<file path="src/rtl/branch_predictor_table.sv">
// rtl/branch_predictor_table.sv - per-PC saturating-counter branch history table with optional gshare
module branch_predictor_table #(
    parameter int PC_W    = 32,
    parameter int INDEX_W = 6,
    parameter int CNT_W   = 2,
    parameter int GHR_W   = 0,
    parameter int MISS_W  = 16
) (
    input  logic                                i_clk,
    input  logic                                i_rst,
    input  logic [PC_W-1:0]                     i_pred_pc,
    output logic                                o_pred_taken,
    output logic [CNT_W-1:0]                    o_pred_cnt,
    output logic [INDEX_W-1:0]                  o_pred_idx,
    input  logic                                i_upd_valid,
    input  logic [INDEX_W-1:0]                  i_upd_idx,
    input  logic                                i_upd_taken,
    input  logic                                i_upd_pred,
    output logic [((GHR_W > 0) ? GHR_W : 1)-1:0] o_ghr,
    output logic [MISS_W-1:0]                   o_miss_cnt
);

    localparam int GHR_OW = (GHR_W > 0) ? GHR_W : 1;
    localparam int DEPTH  = 2 ** INDEX_W;
    localparam logic [CNT_W-1:0] WEAK_NT = CNT_W'((1 << (CNT_W - 1)) - 1);
    localparam logic [CNT_W-1:0] CNT_MAX = '1;

    if (CNT_W < 2 || CNT_W > 4) begin : g_bad_cnt_w
        $error("branch_predictor_table: CNT_W must be in 2..4");
    end
    if (GHR_W < 0 || GHR_W > INDEX_W) begin : g_bad_ghr_w
        $error("branch_predictor_table: GHR_W must be in 0..INDEX_W");
    end
    if (PC_W <= INDEX_W + 2) begin : g_bad_pc_w
        $error("branch_predictor_table: PC_W too small for INDEX_W");
    end

    logic [CNT_W-1:0]   bht_q [DEPTH];
    logic [GHR_OW-1:0]  ghr_q;
    logic [GHR_OW-1:0]  ghr_d;
    logic [MISS_W-1:0]  miss_q;
    logic [INDEX_W-1:0] pred_idx;

    // History is zero-extended into the low index bits; in bimodal mode ghr_q is held at 0.
    assign pred_idx     = i_pred_pc[INDEX_W+1:2] ^ INDEX_W'(ghr_q);
    assign o_pred_idx   = pred_idx;
    assign o_pred_cnt   = bht_q[pred_idx];
    assign o_pred_taken = bht_q[pred_idx][CNT_W-1];
    assign o_ghr        = ghr_q;
    assign o_miss_cnt   = miss_q;

    logic unused_pc;
    assign unused_pc = ^{i_pred_pc[PC_W-1:INDEX_W+2], i_pred_pc[1:0]};

    if (GHR_W > 1) begin : g_ghr_shift
        assign ghr_d = {ghr_q[GHR_OW-2:0], i_upd_taken};
    end else if (GHR_W == 1) begin : g_ghr_one
        assign ghr_d = i_upd_taken;
    end else begin : g_ghr_none
        assign ghr_d = '0;
    end

    always_ff @(posedge i_clk or negedge i_rst) begin
        if (!i_rst) begin
            for (int i = 0; i < DEPTH; i++) begin
                bht_q[i] <= WEAK_NT;
            end
        end else if (i_upd_valid) begin
            if (i_upd_taken) begin
                if (bht_q[i_upd_idx] != CNT_MAX) begin
                    bht_q[i_upd_idx] <= bht_q[i_upd_idx] + CNT_W'(1);
                end
            end else if (bht_q[i_upd_idx] != '0) begin
                bht_q[i_upd_idx] <= bht_q[i_upd_idx] - CNT_W'(1);
            end
        end
    end

    // Non-speculative history: shifted only when a branch resolves.
    always_ff @(posedge i_clk or negedge i_rst) begin
        if (!i_rst) begin
            ghr_q <= '0;
        end else if (i_upd_valid) begin
            ghr_q <= ghr_d;
        end
    end

    always_ff @(posedge i_clk or negedge i_rst) begin
        if (!i_rst) begin
            miss_q <= '0;
        end else if (i_upd_valid && (i_upd_pred != i_upd_taken) && (miss_q != '1)) begin
            miss_q <= miss_q + MISS_W'(1);
        end
    end

endmodule

</file>
<file path="config.mk">
export PLATFORM = sky130hd
export DESIGN_NAME = branch_predictor_table
export DESIGN_NICKNAME = d
export VERILOG_FILES = /design/src/rtl/branch_predictor_table.sv
export SDC_FILE = /design/constraint.sdc
export NUM_CORES = 1
export LEC_CHECK = 0
export ABC_CLOCK_PERIOD_IN_PS = 7600
export CAP_MARGIN = 20
export CORE_ASPECT_RATIO = 2
export CORE_UTILIZATION = 30
export CTS_CLUSTER_SIZE = 40
export DETAILED_ROUTE_END_ITERATION = 12
export GPL_ROUTABILITY_DRIVEN = 1
export GPL_TIMING_DRIVEN = 0
export PLACE_DENSITY = 0.48
export SLEW_MARGIN = 20
export SYNTH_ARGS = -nofsm -noshare
export SYNTH_HDL_FRONTEND = slang
export SYNTH_SLANG_ARGS = --single-unit
export TNS_END_PERCENT = 100
</file>
<file path="constraint.sdc">
create_clock -name i_clk -period 7.6 [get_ports i_clk]
set_clock_uncertainty 0.15 [all_clocks]
set_input_delay 1.52 -clock i_clk [delete_from_list [all_inputs] [get_ports i_clk]]
set_output_delay 1.52 -clock i_clk [all_outputs]
set_load 0.01 [all_outputs]
</file>
## Yosys cells after proc, flatten, opt, wreduce, memory -nomap -nowiden

Index checks and enable logic that the tools add are counted.

- Flip-flop bits (word level): 144
- Bits of input ports: 43
- Word-level logic and storage cells: 96
- Output and inout bits: 26

- Bitwise operators: 2
- Order comparisons: 3
- Equality and inequality tests: 4
- Reduce and logical (&&, ||, !) cells: 6
- $add $sub $neg: 3
- Muxes and demuxes: 13

Operators by type and width:

| operator | number |
|---|---|
| 2-to-1 mux 128 bit | 3 |
| bitwise mux 128 bit | 2 |
| binary-select mux 2 bit (select 6 bit) | 2 |
| adder 16 x 1 -> 16 bit, second input constant | 1 |
| != test 16 bit, second input constant | 1 |
| greater-or-equal comparator 7 bit, second input constant | 2 |
| NOT 6 -> 7 bit | 2 |
| demux 2 bit (select 6 bit) | 1 |
| 2-to-1 mux 2 bit | 5 |
| less-than comparator 7 x 1 -> 1 bit, second input constant | 1 |
| nonzero test 2 bit | 2 |
| logical AND 1 bit | 3 |
| AND reduction 3 bit | 1 |
| adder 2 x 1 -> 2 bit, second input constant | 1 |
| != test 2 x 1 -> 1 bit, second input constant | 1 |
| != test 2 bit, second input constant | 1 |
| subtractor 2 x 1 -> 2 bit, second input constant | 1 |
| != test 1 bit | 1 |

## Longest topological paths before layout

Gate-level depths: netlist (run 1).

- Depth in word-level cells: 8
- Mapped depth: 14
- Gate-level depth less buffers: 11

## Worst setup path before layout (run 1)

OpenSTA, ideal clock, no wires.

- Path type: input-to-output
- Start point: in i_pred_pc[2]
- End point: out o_pred_cnt[1]
- Required time: 5.930 ns
- Data arrival time: 3.282 ns
- Cell stages on the path: 9
- Buffers on the path: 4
- Slack: 2.648 ns
- Path through: buf_2 -> buf_2 -> and2_1 -> buf_2 -> a221oi_1 -> a221oi_1 -> a21o_1 -> a211oi_1 -> buf_4

- Cells in the longest elaborated chain, start to end: 4

Ends and longest elaborated chain:

| item | line | source |
|---|---|---|
| from (decl) | 11 | `input logic [PC_W-1:0] i_pred_pc,` |
| NOT 6 -> 7 bit | - |  |
| binary-select mux 2 bit (select 6 bit) | - |  |
| 2-to-1 mux 2 bit (2 in a row) | - |  |
| to (decl) | 13 | `output logic [CNT_W-1:0] o_pred_cnt,` |

Every way passes these cells. The select of a mux whose other input is x is not followed.

## Worst setup path in the final report (run 1)

- Start point: in i_pred_pc[6]
- End point: out o_pred_cnt[1]

- Cells in the longest elaborated chain, start to end: 4

Ends and longest elaborated chain:

| item | line | source |
|---|---|---|
| NOT 6 -> 7 bit (not written as such) | 47 | `assign o_pred_cnt = bht_q[pred_idx];` |
| binary-select mux 2 bit (select 6 bit) | 47 |  |
| 2-to-1 mux 2 bit (not written as such) (2 in a row) | 47 |  |

Every way passes these cells. The select of a mux whose other input is x is not followed.

==> results.cfg, run 1 <==
[finish]
drive_above_1_share_pct = 42.3
diodes = 0
nFillCells = 2698
nets = 792
syn_to_final_growth_pct = 16.1

[synthesis]
synth.area.top_cells = dfrtp_1 24%, dfstp_2 20%, mux2_2 18%
synth_warnings = 0
avgSynthCellArea_um2 = 12.3
synth-xor-area-share_pct = 1.75
synth-edff-count = 0
ys_seq_elements = 144
synthDistinctLibCells = 70
synth.largest_area_cell = dfrtp_1
synthAdderAreaFrac_pct = 0.441
async_flop_share_pct = 100
synth_top_family_by_area = multiplexers
synth_seq_area_share_pct = 43.3
syn_inst = 691
yosys.area_share.simple_pct = 9.06
synth_ff_type = dfrtp_1
syn-cell-area_um2 = 8500
muxShareOfSynthArea_pct = 31.8
synth_top_area_share_pct = 23.5
synth_nets = 737
synth_compound_area_share_pct = 8.36

[floorplan]
initial_core_util_pct = 30.7
ios = 69
fp.coreArea_um2 = 27700
die_w_um = 121
row_count = 86
die_area_um2 = 29100
die_h_um = 240

[placed_design]
numPortBuffers = 35
place_congestion = 0.916
dp_hpwl_mm = 21.6
place_ws_ps = 719

[clocking]
cts_tree = built
cts_hold_buf = 0
cts_made_buffers = 17
cts.repair.resized = 0
clock_tree.root_cell = clkbuf_16
htreeDepth = 4
cts.path.max_buffers = 2
clkTransAtPathRegs_ps = 60
clk_latency_ps = 450
cts.sinks = 144
post_cts_buffers = 0

[drt]
antenna_left = 0
vias = 6226
vias_per_cell = 5.60
drc = 0
wl_mm = 29.2
firstDrtPassIters = 5
post_drt_wl_per_cell_um = 26.3
drtIter0Drc = 398

[sta]
fin_crit_sh_pct = 91.9
hold_violations = 0
worstMarginPinSlew_ps = 1040
timing.final.ws_setup_ps = 617
fmax_mhz = 143
worst_hold_slack_ps = 358
finalCriticalPeriod_ps = 6980
rsz0062_at_grt = false
drv_slew = 0
setup_violations = 0
relSlewSlack_pct = 30.5

[worst_setup_path]
crit_path_start_kind = input port
worstSetupEndpointType = output pin
critical_path_class = in -> out
path_cells = clkdlybuf4s50_1, clkbuf_1, nor2_1, a221oi_1, a221oi_1, a21o_1, a211oi_1, buf_4, clkdlybuf4s50_1
cpMaxStageDelayCell = a211oi_1
required_ps = 5930
critPathMaxFanout = 10
crit_path_max_incr_delay_ps = 670
cp.arrival_ps = 5310

[global_route]
grt_max_degree = 102
first_global_vias = 6851
antenna_found_initial = 0
grt_pass1_wl_mm = 44.2
grt_overflow = 0
track_usage_pct = 21.5

[worst_hold_path]
hp-class = reg -> reg

[power_and_ir_drop]
p_leak_nw = 4.09
powerDensity_nw_per_um2 = 246
ir_drop_v = 0.000141

[run_status]
run_status = finished clean

[job]
cap_violations = 0
==> metrics by stage <==
stage,instances,util (%),TNS [ps],instance area [um2],total power [W]
4_1_cts,1111,35.7,0,9880,0.00245
5_1_grt,1111,35.7,0,9880,0.00253
3_3_place_gp,1078,33.6,-65620,9290,0.00162
3_5_place_dp,1079,33.7,0,9330,0.00163
2_1_floorplan,691,-,0,8500,0.00138
6_report,1111,35.7,0,9880,0.00243
==> layer usage <==
metal | vias to the layer above | part of all wire [%] | GRT usage (%)
li1 | 2700 | - | -
met3 | 105 | 4.8 | 4.06
met1 | 3148 | 35 | 22.0
met4 | 0 | 7.2 | 16.3
met5 | - | 0 | 0
met2 | 273 | 53 | 38.1
==> Yosys cell counts (3+ instances only) <==
| library cell | n |
|---|---|
| nand3_1 | 10 |
| o21ai_0 | 7 |
| mux4_1 | 4 |
| xor2_1 | 4 |
| o22ai_1 | 6 |
| or2_1 | 3 |
| o221ai_1 | 4 |
| nand4_1 | 7 |
| a21oi_2 | 4 |
| or3b_2 | 5 |
| dfstp_2 | 64 |
| buf_6 | 8 |
| mux4_2 | 18 |
| a31oi_1 | 7 |
| xnor2_1 | 13 |
| a221oi_1 | 11 |
| nand2b_1 | 3 |
| ha_1 | 3 |
| a22o_1 | 4 |
| clkbuf_1 | 10 |
| nor2b_1 | 3 |
| buf_2 | 14 |
| nand3b_2 | 3 |
| nor2_1 | 67 |
| nand2_1 | 18 |
| nand3_2 | 4 |
| a22oi_1 | 12 |
| a21oi_1 | 9 |
| a221o_1 | 8 |
| buf_4 | 11 |
| inv_1 | 12 |
| mux2_2 | 136 |
| clkbuf_8 | 5 |
| dfrtp_1 | 80 |
| mux2i_1 | 64 |
==> critical path: cells and delay by family <==
family / cells / cell delay [ps]
and+or+nand+nor: 1 / 420
AOI/OAI and AO/OA: 4 / 1470
buffers and inverters: 4 / 1890
==> worst paths after layout <==
check / startpoint / end / depth (start not counted) / slack (ps)
max in group asynchronous: i_rst / o_miss_cnt[15]$_DFFE_PN0P_ / 2 / 5600
hold reg to reg: o_miss_cnt[15]$_DFFE_PN0P_ / o_miss_cnt[15]$_DFFE_PN0P_ / 1 / 360
hold / removal: o_miss_cnt[15]$_DFFE_PN0P_ / o_miss_cnt[15]$_DFFE_PN0P_ / 1 / 360
setup reg to reg: flip-flop / bht_q[17]$_DFFE_PN0P_ / 11 / 3300
setup / recovery: i_pred_pc[6] / o_pred_cnt[1] / 9 / 620
min in group asynchronous: i_rst / bht_q[111]$_DFFE_PN0P_ / 1 / 820
==> area by class of cell <==
| type | count | area [um2] | area share [%] |
|---|---|---|---|
| multi-input combinational | 483 | 4380 | 44.3 |
| sequential | 144 | 3680 | 37.3 |
| tap | 352 | 440 | 4.46 |
| clock buffer | 20 | 437 | 4.42 |
| buffer | 52 | 398 | 4.03 |
| timing repair buffer | 36 | 383 | 3.88 |
| clock inverter | 12 | 113 | 1.14 |
| inverter | 12 | 45.0 | 0.456 |
==> power by group <==
group	internal (W)	total [W]	switching [W]
Clock	0.000452	0.000801	0.000349
Sequential	0.000941	0.00107	0.000131
Combinational	0.000265	0.000553	0.000288
==> cells in the final DEF (no fill, tap or decap), drive strengths merged, types with 15 or more instances in the layout <==
cell type	instances
nand2	18
nor2	68
clkbuf	36
clkdlybuf4s50	34
mux2	136
inv	15
dfrtp	80
mux4	22
mux2i	65
dfstp	64
buf	38
==> cell families (layout without fill, tap and decap cells) <==
kind of cell	count (synthesis)	in the layout
multiplexers	223	223
AND/OR/NAND/NOR	147	147
XOR/XNOR	17	17
flip-flops	144	144
adder cells (fa/ha/maj)	3	3
buffers and inverters	64	132
other	1	1
AO/OA/AOI/OAI	92	92
Note: power is estimated with default switching activity, not from simulation.
==> run 2: changes to the inputs <==
--- a/config.mk
+++ b/config.mk
@@ -7,13 +7,14 @@
 export LEC_CHECK = 0
 export ABC_CLOCK_PERIOD_IN_PS = 7600
 export CAP_MARGIN = 20
-export CORE_ASPECT_RATIO = 2
+export CORE_ASPECT_RATIO = 0.9
 export CORE_UTILIZATION = 30
 export CTS_CLUSTER_SIZE = 40
 export DETAILED_ROUTE_END_ITERATION = 12
 export GPL_ROUTABILITY_DRIVEN = 1
 export GPL_TIMING_DRIVEN = 0
 export PLACE_DENSITY = 0.48
+export RECOVER_POWER = 100
 export SLEW_MARGIN = 20
 export SYNTH_ARGS = -nofsm -noshare
 export SYNTH_HDL_FRONTEND = slang
==> run 2 against run 1 <==
The run now ends with capacitance limit, slew limit left. Worst hold slack got worse by 14 ps. Utilization down 0.23 points. Cell count up 0.72%. Flip-flop and latch count unchanged. Sequential power about the same. Power rose by 2.5%. Register-to-register slack worse by 440 ps. Non-clock buffer count stayed put. Routed wire length decreased by 2.5%. Largest cell class unchanged.
==> results.cfg, run 2 (same netlist as run 1, synthesis figures left out) <==
[drt]
post_drt_wl_per_cell_um = 25.4
firstDrtPassIters = 7
vias = 6215
met1_length_mm = 13.1
drc = 0
wl_met2_mm = 12.9
top_layer_used = met4
met3_length_mm = 1.69
wl_mm = 28.4
antenna_left = 0
drtIter0Drc = 743
vias_per_cell = 5.55

[sta]
tns_ps = 0
worstMarginPinSlew_ps = 2620
finalCriticalPeriod_ps = 7150
relSlewSlack_pct = -74.7
setup_violations = 0
fin_crit_sh_pct = 94.0
rsz0062_at_grt = false
hold_violations = 0
drv_slew = 147
worst_hold_slack_ps = 344
fmax_mhz = 140

[worst_hold_path]
holdPathStages = 1
hp-class = reg -> reg

[finish]
nets = 792
syn_to_final_growth_pct = 16.3
postLayoutCoreUtil_pct = 35.5
drive_above_1_share_pct = 41.6
diodes = 0
nFillCells = 2771
layout_common_cells = 134 x mux2_2, 80 x dfrtp_1, 67 x nor2_1, 64 x mux2i_1, 64 x dfstp_2
final_cells = 1119
final_common_cell = mux2_2

[placed_design]
dp_hpwl_mm = 20.0
numPortBuffers = 35
place_congestion = 0.932
post-place-cells = 1087

[floorplan]
die_w_um = 179
row_count = 58
die_area_um2 = 29000
ios = 69
initial_core_util_pct = 30.5
fp.coreArea_um2 = 27900
die_h_um = 162

[worst_setup_path]
crit_path_start_kind = input port
r2r_cells = 10
critical_path_class = in -> reg
worstSetupEndpointType = flip-flop
required_ps = 7770
critPathMaxFanout = 10
cp.arrival_ps = 7320

[clocking]
cts_tree = built
cts.path.max_buffers = 2
htreeDepth = 4
clkTransAtPathRegs_ps = 70
cts.sinks = 144
clock_tree.root_cell = clkbuf_16
cts_made_buffers = 17
cts.repair.resized = 0
clk_latency_ps = 440
cts_hold_buf = 0
post_cts_buffers = 0

[global_route]
grt_max_degree = 99
antenna_found_initial = 0
first_global_vias = 6445
grt_overflow = 0
track_usage_pct = 20.2
grt_pass1_wl_mm = 42.8

[power_and_ir_drop]
ir_drop_v = 0.000158
p_leak_nw = 4.14
power.total_w = 0.00249
powerDensity_nw_per_um2 = 251

[job]
cap_violations = 2

[run_status]
run_status = complete, but fails checks
violations = capacitance limit, slew limit
-- run 2: cell types whose count changed in the layout (fill, tap and decap cells not counted), sizes merged --
cell,before,now
inv,15,19
clkinv,6,2
clkbuf,36,37
dlygate4sd3,0,27
buf,38,35
bufinv,1,2
clkdlybuf4s50,34,7
clkinvlp,2,3
-- run 2: critical path, stage by stage --
cell and delay, ps:
dlygate4sd3_1 550, buf_4 250, clkbuf_1 780, mux2i_1 310, o22ai_1 120, a21oi_1 800, o221ai_2 170, or3_1 340
ha_1 190, mux2_1 320, nor3_1 480, nand2_1 650, nor2_1 430, mux2_2 370
-- run 2: routing by layer --
layer	vias to the layer above	track usage (%)
met5	-	0
met3	41	3.18
met4	0	7.48
met2	243	31.4
met1	3234	28.5
li1	2697	-
-- run 2: final cells by class --
cell class                      instances  area [um2]  area share, %
Buffer                                 52         397           4.01
Clock buffer                           18         439           4.44
Clock inverter                         14         171           1.73
Inverter                               12        45.0          0.456
Multi-Input combinational cell        483        4350           44.0
Sequential cell                       144        3680           37.3
Tap cell                              360         450           4.56
Timing Repair Buffer                   36         349           3.53
-- run 2: power breakdown --
group | switching [W] | internal (W)
clock | 0.000379 | 0.000505
combinational | 0.000285 | 0.000255
sequential | 0.000121 | 0.000940
-- run 2: through the flow --
stage	area, um2	worst slack [ps]
final	9890	453
after global placement	9300	-1020
after floorplan	8500	2650
after global routing	9890	435
after CTS	9950	767
after detailed placement	9340	783
-- run 2: path summary, 6_finish.rpt --
path,from,endpoint,slack [ps]
setup / recovery,i_upd_idx[2],bht_q[47]$_DFFE_PN0P_,450
hold / removal,o_miss_cnt[5]$_DFFE_PN0P_,o_miss_cnt[5]$_DFFE_PN0P_,340
setup reg to reg,flip-flop,bht_q[47]$_DFFE_PN0P_,2860
hold reg to reg,o_miss_cnt[5]$_DFFE_PN0P_,o_miss_cnt[5]$_DFFE_PN0P_,340
max in group asynchronous,i_rst,bht_q[99]$_DFFE_PN0P_,1960
min in group asynchronous,i_rst,bht_q[5]$_DFFE_PN0P_,1750
==> run 3: changes to the inputs <==
--- a/config.mk
+++ b/config.mk
@@ -12,7 +12,6 @@
 export CTS_CLUSTER_SIZE = 40
 export DETAILED_ROUTE_END_ITERATION = 12
 export GPL_ROUTABILITY_DRIVEN = 1
-export GPL_TIMING_DRIVEN = 0
 export PLACE_DENSITY = 0.48
 export RECOVER_POWER = 100
 export SLEW_MARGIN = 20
==> run 3 against run 2 <==
The run still ends with capacitance limit, slew limit left. Clock-buffer cell count decreased by 1. Fmax increased by 4.3%. Worst hold slack improved by 1.1 ps. First-iteration DRC count decreased by 41%. Power decreased by 0.31%. Critical path type is now in -> out. Critical endpoint is now o_pred_cnt[0]. Largest cell class unchanged.
==> results.cfg, run 3 (same netlist as run 1, synthesis figures left out) <==
[drt]
post_drt_wl_per_cell_um = 23.0
drtIter0Drc = 436
wl_mm = 25.0
firstDrtPassIters = 7
antenna_left = 0
vias_per_cell = 5.46
drc = 0
vias = 5926

[power_and_ir_drop]
netSwitchingFraction_pct = 30.6
power.internal_w = 0.00172
powerDensity_nw_per_um2 = 256
ir_drop_v = 0.000162
p_leak_nw = 4.02
power.total_w = 0.00248
switching_power_w = 0.000757
pwr-share-comb_pct = 20.4
clock_power_share_pct = 36.8
power_frac_seq_pct = 42.8

[worst_setup_path]
rrSetupSlack_ps = 2690
timing.rr.end = bht_q[97]$_DFFE_PN0P_
critPathMaxFanout = 13
worstSetupEndpointType = output pin
crit_path_end = o_pred_cnt[0]
crit_path_max_incr_delay_ps = 890
cpMaxStageDelayCell = nor2b_1
cp.arrival_ps = 5180
crit_path_start = i_pred_pc[6]
crit_path_start_kind = input port
path_cells = clkdlybuf4s50_1, clkbuf_1, nor2b_1, a22o_1, a21oi_1, a221oi_1, a211oi_1, dlygate4sd3_1
critical_path_class = in -> out
required_ps = 5930
r2r_cells = 12

[clocking]
post_cts_buffers = 0
cts_tree = built
clock_tree.root_cell = clkbuf_16
clkTransAtPathRegs_ps = 70
htreeDepth = 4
cts.path.max_buffers = 2
cts.sinks = 144
cts.repair.resized = 0
cts_made_buffers = 17
cts_hold_buf = 0
clk_latency_ps = 440

[floorplan]
die_w_um = 179
row_count = 58
die_h_um = 162
die_area_um2 = 29000
ios = 69
initial_core_util_pct = 30.5
fp.coreArea_um2 = 27900

[sta]
relSlewSlack_pct = -239
timing.final.ws_setup_ps = 750
tns_ps = 0
finalCriticalPeriod_ps = 6850
fin_crit_sh_pct = 90.1
drv_slew = 93
worstMarginPinSlew_ps = 5080
hold_violations = 0
setup_violations = 0
rsz0062_at_grt = false
fmax_mhz = 146

[worst_hold_path]
hp-class = reg -> reg
holdPathStages = 1

[global_route]
track_usage_pct = 17.8
antenna_found_initial = 0
grt_max_degree = 93
grt_overflow = 0
first_global_vias = 6130
grt_pass1_wl_mm = 38.6

[placed_design]
numPortBuffers = 41
place_area_um2 = 9080
place_congestion = 0.829
place_ws_ps = 1090
dp_hpwl_mm = 17.5
post-place-cells = 1054

[finish]
syn_to_final_growth_pct = 13.8
drive_above_1_share_pct = 39.9
final_cells = 1086
finalInstanceArea_um2 = 9680
nets = 759
final_common_cell = mux2_2
diodes = 0
layout_common_cells = 134 x mux2_2, 80 x dfrtp_1, 67 x nor2_1, 64 x mux2i_1, 64 x dfstp_2

[run_status]
violations = capacitance limit, slew limit
run_status = complete, but fails checks

[job]
cap_violations = 1
[run 3: cell types whose count changed in the layout (fill, tap and decap cells not counted), moves of 3 or more]
cell	delta
clkinvlp_4	-3
inv_6	+4
buf_2	-11
buf_6	-8
clkdlybuf4s50_1	+5
clkbuf_8	-6
clkbuf_1	-8
[run 3: per-layer routing]
| layer | track usage, % | part of all wire [%] | vias up |
|---|---|---|---|
| met5 | 0 | 0 | - |
| met4 | 6.39 | 2.5 | 0 |
| met3 | 3.59 | 4.9 | 37 |
| met2 | 27.5 | 46 | 183 |
| met1 | 24.7 | 47 | 3077 |
| li1 | - | - | 2629 |
[run 3: power groups by stage]
stage / clock [W] / sequential (W) / combinational (W)
after floorplan: 0 / 0.00103 / 0.000351
after global placement: 0 / 0.00106 / 0.000504
final: 0.000912 / 0.00106 / 0.000506
after CTS: 0.000929 / 0.00106 / 0.000518
after detailed placement: 0 / 0.00107 / 0.000517
after global routing: 0.000965 / 0.00108 / 0.000546
[run 3: final cells by class]
class	instances	area (um2)
tap	360	450
clock inverter	15	210
fill	2747	18200
multi-input combinational	483	4370
sequential	144	3680
inverter	12	45.0
clock buffer	17	425
timing repair buffer	55	498
[run 3: worst min-delay path by stage]
stage / from / to / slack [ps]
3_5_place_dp: o_miss_cnt[15]$_DFFE_PN0P_ / o_miss_cnt[15]$_DFFE_PN0P_ / 340
6_report: o_miss_cnt[15]$_DFFE_PN0P_ / o_miss_cnt[15]$_DFFE_PN0P_ / 340
2_1_floorplan: bht_q[21]$_DFFE_PN0P_ / bht_q[21]$_DFFE_PN0P_ / 340
3_3_place_gp: o_miss_cnt[5]$_DFFE_PN0P_ / o_miss_cnt[5]$_DFFE_PN0P_ / 330
5_1_grt: o_miss_cnt[15]$_DFFE_PN0P_ / o_miss_cnt[15]$_DFFE_PN0P_ / 390
4_1_cts: o_miss_cnt[15]$_DFFE_PN0P_ / o_miss_cnt[15]$_DFFE_PN0P_ / 350
[run 3: worst max-delay path: cells and delay by family]
kind	cells	cell delay, ps
buffers and inverters	3	1830
AND/OR/NAND/NOR	1	890
AO/OA/AOI/OAI	4	920
[run 3: metrics by stage]
stage | hold WS, ps | utilization, %
floorplan | 340 | -
global placement | 332 | 32.6
detailed placement | 336 | 32.6
CTS | 351 | 34.9
global route | 387 | 34.7
finish | 345 | 34.7
